--- src/rtl/ssrnet_ctrl_pkg.sv ---
// Shared control-plane types and default timing for the OCS slot scheduler and the ToR-side VLB.
// Latency: n/a (types and constants only).
// Backpressure: n/a.
package ssrnet_ctrl_pkg;

  typedef enum logic [1:0] {
    CMD_NONE  = 2'd0,
    CMD_START = 2'd1,
    CMD_SYNC  = 2'd2
  } cmd_type_t;

  typedef enum logic [2:0] {
    WAIT_LINK  = 3'd0,
    SEND_START = 3'd1,
    SLOT       = 3'd2,
    CONFIG     = 3'd3,
    SEND_SYNC  = 3'd4
  } slot_state_t;

  // Default timing in core clock cycles; the ToR side must agree on these.
  localparam logic [31:0] DFLT_LINK_STABLE  = 32'd1024;
  localparam logic [31:0] DFLT_SLOT_LEN     = 32'h832;
  localparam logic [31:0] DFLT_CONFIG_DELAY = 32'h7D;

endpackage

--- src/rtl/ocs_bcast_cmd.sv ---
// Per-channel broadcast command tracker: raises every valid on load, drops each on its own accept.
// Latency: valid rises the edge after load_i; each bit clears on the edge where valid&ready.
// Backpressure: each channel is held independently until its ready; all_done_o flags the last accept.
module ocs_bcast_cmd
  import ssrnet_ctrl_pkg::*;
#(
  parameter int P_CHANNEL_NUM = 8
) (
  input  logic                     clk_i,
  input  logic                     rst_n_i,
  input  logic                     load_i,
  input  logic                     clr_i,
  input  logic [P_CHANNEL_NUM-1:0] ready_i,
  output logic [P_CHANNEL_NUM-1:0] valid_o,
  output logic                     all_done_o
);

  logic [P_CHANNEL_NUM-1:0] valid_q;

  // Clear wins over load so a link drop never leaves a half-sent command behind.
  always_ff @(posedge clk_i or negedge rst_n_i) begin
    if (!rst_n_i) begin
      valid_q <= '0;
    end else if (clr_i) begin
      valid_q <= '0;
    end else if (load_i) begin
      valid_q <= '1;
    end else begin
      valid_q <= valid_q & ~ready_i;
    end
  end

  // Ready on an idle channel is masked off, so it never counts as an accept.
  assign all_done_o = ~|(valid_q & ~ready_i);
  assign valid_o    = valid_q;

endmodule

--- src/rtl/ocs_slot_scheduler.sv ---
// OCS slot sequencer: waits for stable links, broadcasts START, then loops SLOT -> CONFIG -> SYNC.
// Latency: START valid one edge after the stability window; SEND lasts until the last channel accepts.
// Backpressure: SEND stalls on per-channel ready; any link drop aborts to WAIT_LINK next edge.
module ocs_slot_scheduler
  import ssrnet_ctrl_pkg::*;
#(
  parameter int          P_CHANNEL_NUM  = 8,
  parameter int          P_SLOT_NUM     = 2,
  parameter logic [31:0] P_LINK_STABLE  = DFLT_LINK_STABLE,
  parameter logic [31:0] P_SLOT_LEN     = DFLT_SLOT_LEN,
  parameter logic [31:0] P_CONFIG_DELAY = DFLT_CONFIG_DELAY,
  localparam int         P_SLOT_ID_W    = (P_SLOT_NUM > 1) ? $clog2(P_SLOT_NUM) : 1
) (
  input  logic                     i_clk,
  input  logic                     i_rst_n,
  input  logic [P_CHANNEL_NUM-1:0] i_link_up,
  output logic [P_CHANNEL_NUM-1:0] o_cmd_valid,
  input  logic [P_CHANNEL_NUM-1:0] i_cmd_ready,
  output logic [1:0]               o_cmd_type,
  output logic [P_SLOT_ID_W-1:0]   o_cmd_slot_id,
  output logic [P_SLOT_ID_W-1:0]   o_slot_id,
  output logic                     o_in_slot,
  output logic                     o_reconfig,
  output logic [31:0]              o_slot_cnt
);

  localparam logic [P_SLOT_ID_W-1:0] LAST_SLOT_ID = P_SLOT_ID_W'(P_SLOT_NUM - 1);

  slot_state_t            state_q, state_d;
  logic [31:0]            cnt_q, cnt_d;
  logic [31:0]            slot_cnt_q, slot_cnt_d;
  logic [P_SLOT_ID_W-1:0] slot_id_q, slot_id_d;
  logic                   links_ok;
  logic                   bc_load, bc_clr, bc_done;
  cmd_type_t              cmd_type;

  assign links_ok = &i_link_up;

  // State, shared phase counter, slot counter and slot id registers.
  always_ff @(posedge i_clk or negedge i_rst_n) begin
    if (!i_rst_n) begin
      state_q    <= WAIT_LINK;
      cnt_q      <= '0;
      slot_cnt_q <= '0;
      slot_id_q  <= '0;
    end else begin
      state_q    <= state_d;
      cnt_q      <= cnt_d;
      slot_cnt_q <= slot_cnt_d;
      slot_id_q  <= slot_id_d;
    end
  end

  // Next-state logic; the phase counter restarts at zero on every state entry.
  always_comb begin
    state_d    = state_q;
    cnt_d      = cnt_q + 32'd1;
    slot_cnt_d = slot_cnt_q;
    slot_id_d  = slot_id_q;
    bc_load    = 1'b0;
    bc_clr     = 1'b0;
    if (state_q != WAIT_LINK && !links_ok) begin
      // Link loss overrides whatever the current state wanted to do.
      state_d    = WAIT_LINK;
      cnt_d      = '0;
      slot_cnt_d = '0;
      slot_id_d  = '0;
      bc_clr     = 1'b1;
    end else begin
      case (state_q)
        WAIT_LINK: begin
          if (!links_ok) begin
            cnt_d = '0;
          end else if (cnt_q == P_LINK_STABLE - 32'd1) begin
            state_d = SEND_START;
            cnt_d   = '0;
            bc_load = 1'b1;
          end
        end
        SEND_START, SEND_SYNC: begin
          if (bc_done) begin
            state_d = SLOT;
            cnt_d   = '0;
          end
        end
        SLOT: begin
          if (cnt_q == P_SLOT_LEN - 32'd1) begin
            state_d    = CONFIG;
            cnt_d      = '0;
            slot_cnt_d = slot_cnt_q + 32'd1;
            slot_id_d  = (slot_id_q == LAST_SLOT_ID) ? '0 : slot_id_q + P_SLOT_ID_W'(1);
          end
        end
        CONFIG: begin
          if (cnt_q == P_CONFIG_DELAY - 32'd1) begin
            state_d = SEND_SYNC;
            cnt_d   = '0;
            bc_load = 1'b1;
          end
        end
        default: begin
          state_d = WAIT_LINK;
          cnt_d   = '0;
        end
      endcase
    end
  end

  // Command type follows the SEND state, so it is stable for as long as any valid is high.
  always_comb begin
    cmd_type = CMD_NONE;
    if (state_q == SEND_START) cmd_type = CMD_START;
    if (state_q == SEND_SYNC)  cmd_type = CMD_SYNC;
  end

  ocs_bcast_cmd #(
    .P_CHANNEL_NUM(P_CHANNEL_NUM)
  ) u_bcast (
    .clk_i      (i_clk),
    .rst_n_i    (i_rst_n),
    .load_i     (bc_load),
    .clr_i      (bc_clr),
    .ready_i    (i_cmd_ready),
    .valid_o    (o_cmd_valid),
    .all_done_o (bc_done)
  );

  assign o_cmd_type    = cmd_type;
  assign o_cmd_slot_id = (state_q == SEND_SYNC) ? slot_id_q : '0;
  assign o_slot_id     = slot_id_q;
  assign o_in_slot     = (state_q == SLOT);
  assign o_reconfig    = (state_q == CONFIG);
  assign o_slot_cnt    = slot_cnt_q;

endmodule

--- config.mk ---
export PLATFORM = sky130hd
export DESIGN_NAME = ocs_slot_scheduler
export DESIGN_NICKNAME = d
export VERILOG_FILES = /design/src/rtl/ssrnet_ctrl_pkg.sv /design/src/rtl/ocs_bcast_cmd.sv /design/src/rtl/ocs_slot_scheduler.sv
export SDC_FILE = /design/constraint.sdc
export NUM_CORES = 1
export LEC_CHECK = 0
export ABC_AREA = 1
export BUFFER_PORTS_ARGS = -buffer_cell sky130_fd_sc_hd__clkbuf_2
export CAP_MARGIN = 0
export CORE_ASPECT_RATIO = 0.6
export CORE_MARGIN = 4
export CORE_UTILIZATION = 34
export DETAILED_ROUTE_END_ITERATION = 8
export PLACE_DENSITY = 0.53
export SLEW_MARGIN = 20
export SYNTH_ARGS = -nofsm -noshare
export SYNTH_HDL_FRONTEND = slang
export SYNTH_SLANG_ARGS = --single-unit
--- constraint.sdc ---
create_clock -name i_clk -period 2.5 [get_ports i_clk]
set_input_delay 0.25 -clock i_clk [delete_from_list [all_inputs] [get_ports i_clk]]
set_output_delay 0.25 -clock i_clk [all_outputs]
set_load 0.02 [all_outputs]
==> reports/qor_table.md <==
| Item | Value |
|:---|:---|
| Setup TNS | 0 ps |
| Number of warning messages in the yosys log | 0 |
| Die outline area | 15730 sq um |
| Chip height | 98.78 um |
| Vias after detailed routing | 4407 |
| Fin. Hold Viols | 0 |
| Residual antenna-violating net count after detailed routing | 0 |
| Number of buffer and inverter stages on the critical path | 3 |
| Power per cell area | 568.5 nW/um^2 |
| Largest fanout on the critical path | 18 |
| Library cell occupying the most area in the post-synthesis netlist | sky130_fd_sc_hd__dfrtp_1 |
| Net Count, Synth | 686 |
| Met2 WL | 4704 um |
| Vias per cell | 4.848 |
| Top Ports | 64 |
| Post-cts sizing count | 0 |
| Initial antenna violation count | 0 |
| Port buffer count | 63 |
| Endpoint arrival time on the critical path | 2350 ps |
| Cell count of the worst hold path | 6 |
| Maximum achievable frequency | 478.1 MHz |
| Most used flip-flop cell after synthesis | sky130_fd_sc_hd__dfrtp_1 |
| Clock tree from TritonCTS | yes |
| Origin of the worst min-delay path | i_cmd_ready[2] |
| Core Area | 13130 sq um |
| Status | finished, final reports clean |
| Share of final-layout standard cells stronger than drive strength 1 | 0.1597 |
| Total standard cell area after synthesis | 4669 sq um |
| Gate count of the mapped netlist | 664 |
| H-tree levels | 3 |
| Async set-or-reset flop fraction in the synthesized netlist | 1.000 |
| R2R Path End | o_slot_cnt[2] |
| Clock tree skew after final layout | 10.33 ps |
| Share of synthesized area occupied by flip-flops and latches | 0.4073 |
| Number of hold buffers added after cts | 1 |
| Crit. path cell count | 9 |
| Final slew viol count | 0 |
| Type of the worst setup path | flop to flop |
| Number of storage elements in the synthesis netlist | 76 |
| Most common library cell in the layout ignoring fill and taps | sky130_fd_sc_hd__nand2_1 |
| Cell depth of the worst flop-to-flop path | 9 |
| Leading post-synthesis cells by cell area | sky130_fd_sc_hd__dfrtp_1 (41%), sky130_fd_sc_hd__nand2_1 (11%), sky130_fd_sc_hd__nor2_1 (11%) |
| Total global routing track utilization | 0.1707 |
| Unrepaired setup endpoints after global routing | false |
| Area Growth Syn to Fin | 16.77% |
| Worst R2R Start | state_q[0] |
| Min-delay worst type | input port to flop |
| Startpoint kind of the worst setup timing path | flop |
| Maximum VDD drop | 0.0003139 V |
| Placement Cell Area | 5181 sq um |
| Detailed-placement wirelength estimate | 9886 um |
| Filler Cells Inserted | 1408 |
| Lkg Pwr | 2.547 nW |
| Drt drc | 0 |
| Total number of placement rows | 32 |
| Crit end category | flop |
| Routed wire length | 12930 um |
| Global placement routability congestion | 0.8825 |
| Maximum number of pins on one net before global-route repair | 77 |
| Number of global-route vias before repair | 4177 |
| Worst Max-Slew Pin Slew | 811.2 ps |
| TritonCTS Sinks | 76 |
| Crit-path max cell delay | 650 ps |
| Cell breakdown of the critical path | inv_2, nand2_1, nor2_1, nor2_2, inv_2, nand2_2, buf_4, a21oi_1, a21oi_1 |
| PnR Total Power | 3.100 mW |
| Root cell of the clock tree | sky130_fd_sc_hd__clkbuf_16 |
| Setup violations, final | 0 |
| Nets | 756 |
| Antenna diode instance count | 0 |
| Sink of the worst hold path | u_bcast.valid_o[2] |
| Routed len/inst | 14.22 um |
| First-pass GRT wire length | 21780 um |
| Overflow left after global routing | 0 |
| Starting Density | 0.3556 |
| Fin crit share | 0.8366 |
| CTS max path bufs | 2 |
| Clock insertion delay at the later pin of the skew report | 330 ps |
| Final non-filler cell area | 5453 sq um |
| Drt initial violations | 358 |
| Buffers inserted by post-CTS timing repair | 0 |
| Distinct cell type count after synthesis | 32 |
| Headroom to the max-slew limit | 0.4586 |
| Syn Area/Cell | 7.032 sq um |
| Kind of cell with the highest combined delay on the critical path | simple AND/OR/NAND/NOR gates |
| Clock-pin slew of the registers on the worst-case setup and hold paths | 60 ps |
| Most used cells in the layout excluding fill and tap cells | sky130_fd_sc_hd__nand2_1 (143), sky130_fd_sc_hd__nor2_1 (137), sky130_fd_sc_hd__inv_1 (85), sky130_fd_sc_hd__dfrtp_1 (76), sky130_fd_sc_hd__clkbuf_2 (62) |
| Router iterations before antenna repair | 5 |
| Required time reported for the critical path endpoint | 2760 ps |
| Cell with the largest stage delay on the worst path | sky130_fd_sc_hd__nor2_2 |
| Max layer used | met4 |
| Number of enable-type register cells in the synthesized netlist | 0 |
| Minimum period implied by the final worst setup slack | 2092 ps |
| Total met3 wirelength after detailed routing | 1225 um |
| Proportion of netlist area held by the largest area contributor | 0.4073 |
| Max capacitance violation total | 0 |
| Width of the die | 159.3 um |
| CTS Buf Count | 9 |
| Metal1 wirelength | 6869 um |
| Register-to-register setup slack | 410 ps |
-- flip-flops by register name, indices dropped and copies added (netlist names) --
register and flops:
cnt_q 32, o_slot_cnt 32, o_slot_id 1, state_q 3, u_bcast.valid_o 8
-- layout make-up --
class,count,area (sq um),area share
Clock buffer,11,232.7,0.04268
Clock inverter,5,28.78,0.005278
Inverter,93,349.1,0.06402
Multi-Input combinational cell,485,2350,0.4309
Sequential cell,76,1902,0.3488
Tap cell,170,212.7,0.03901
Timing Repair Buffer,69,377.9,0.06930
-- how the worst max path moves through the flow --
stage,from,end,slack (ps)
global route,state_q[0],state_q[0],200
floorplan,o_slot_cnt[0],o_slot_cnt[20],770
detailed placement,state_q[0],o_slot_cnt[2],410
finish,state_q[0],o_slot_cnt[2],410
CTS,state_q[0],o_slot_cnt[2],400
global placement,state_q[0],o_slot_cnt[2],470
-- cell families (layout without fill, tap and decap cells) --
group | count (synthesis) | after routing | synth area share
buffers and inverters | 103 | 178 | 0.08950
and+or+nand+nor | 405 | 405 | 0.3875
adders and majority gates | 4 | 4 | 0.01072
AOI/OAI and AO/OA | 49 | 49 | 0.05440
xor gates and xnor gates | 27 | 27 | 0.05064
DFF | 76 | 76 | 0.4073
-- through the flow --
step                        util  hold slack [ps]  cells  setup slack, ps
after CTS                 0.4152            300.4    909            398.1
after global placement    0.3945            306.9    892            467.0
final                     0.4152            307.2    909            408.4
after global routing      0.4152            351.9    909            198.9
after floorplan                -           -45.59    664            765.6
after detailed placement  0.3945            311.7    892            405.7
-- synthesized netlist by cell type (2+ instances only) --
library cell,count
sky130_fd_sc_hd__nor2_2,9
sky130_fd_sc_hd__nand3_1,55
sky130_fd_sc_hd__inv_1,85
sky130_fd_sc_hd__xnor2_1,8
sky130_fd_sc_hd__ha_1,4
sky130_fd_sc_hd__nand2_1,143
sky130_fd_sc_hd__nor2_4,5
sky130_fd_sc_hd__nor2_1,137
sky130_fd_sc_hd__clkbuf_1,2
sky130_fd_sc_hd__a21oi_1,9
sky130_fd_sc_hd__dfrtp_1,76
sky130_fd_sc_hd__o21ai_0,20
sky130_fd_sc_hd__nor3_1,13
sky130_fd_sc_hd__xor2_1,19
sky130_fd_sc_hd__o21ai_1,16
sky130_fd_sc_hd__nand4_1,23
sky130_fd_sc_hd__buf_2,4
sky130_fd_sc_hd__nor3b_1,5
sky130_fd_sc_hd__nand2_2,9
sky130_fd_sc_hd__buf_6,3
sky130_fd_sc_hd__inv_2,8
-- where the power goes --
group	leakage [nW]	switching [mW]	internal, mW
clock network	0.133	0.505	0.667
logic	1.35	0.509	0.141
registers	1.06	0.0248	1.25
total	2.55	1.04	2.06
-- per-layer routing --
layer	global-route usage	up-vias
li1	-	2239
met1	0.2716	1999
met2	0.2188	157
met3	0.05349	12
met4	0.03933	0
met5	0	-
-- tightest hold or removal path: stages --
cell	delay, ps
sky130_fd_sc_hd__clkbuf_2	80
sky130_fd_sc_hd__inv_1	40
sky130_fd_sc_hd__nand2_1	60
sky130_fd_sc_hd__inv_1	50
sky130_fd_sc_hd__o21ai_0	70
sky130_fd_sc_hd__inv_1	60
No activity file was read; power rests on OpenSTA's default activity.
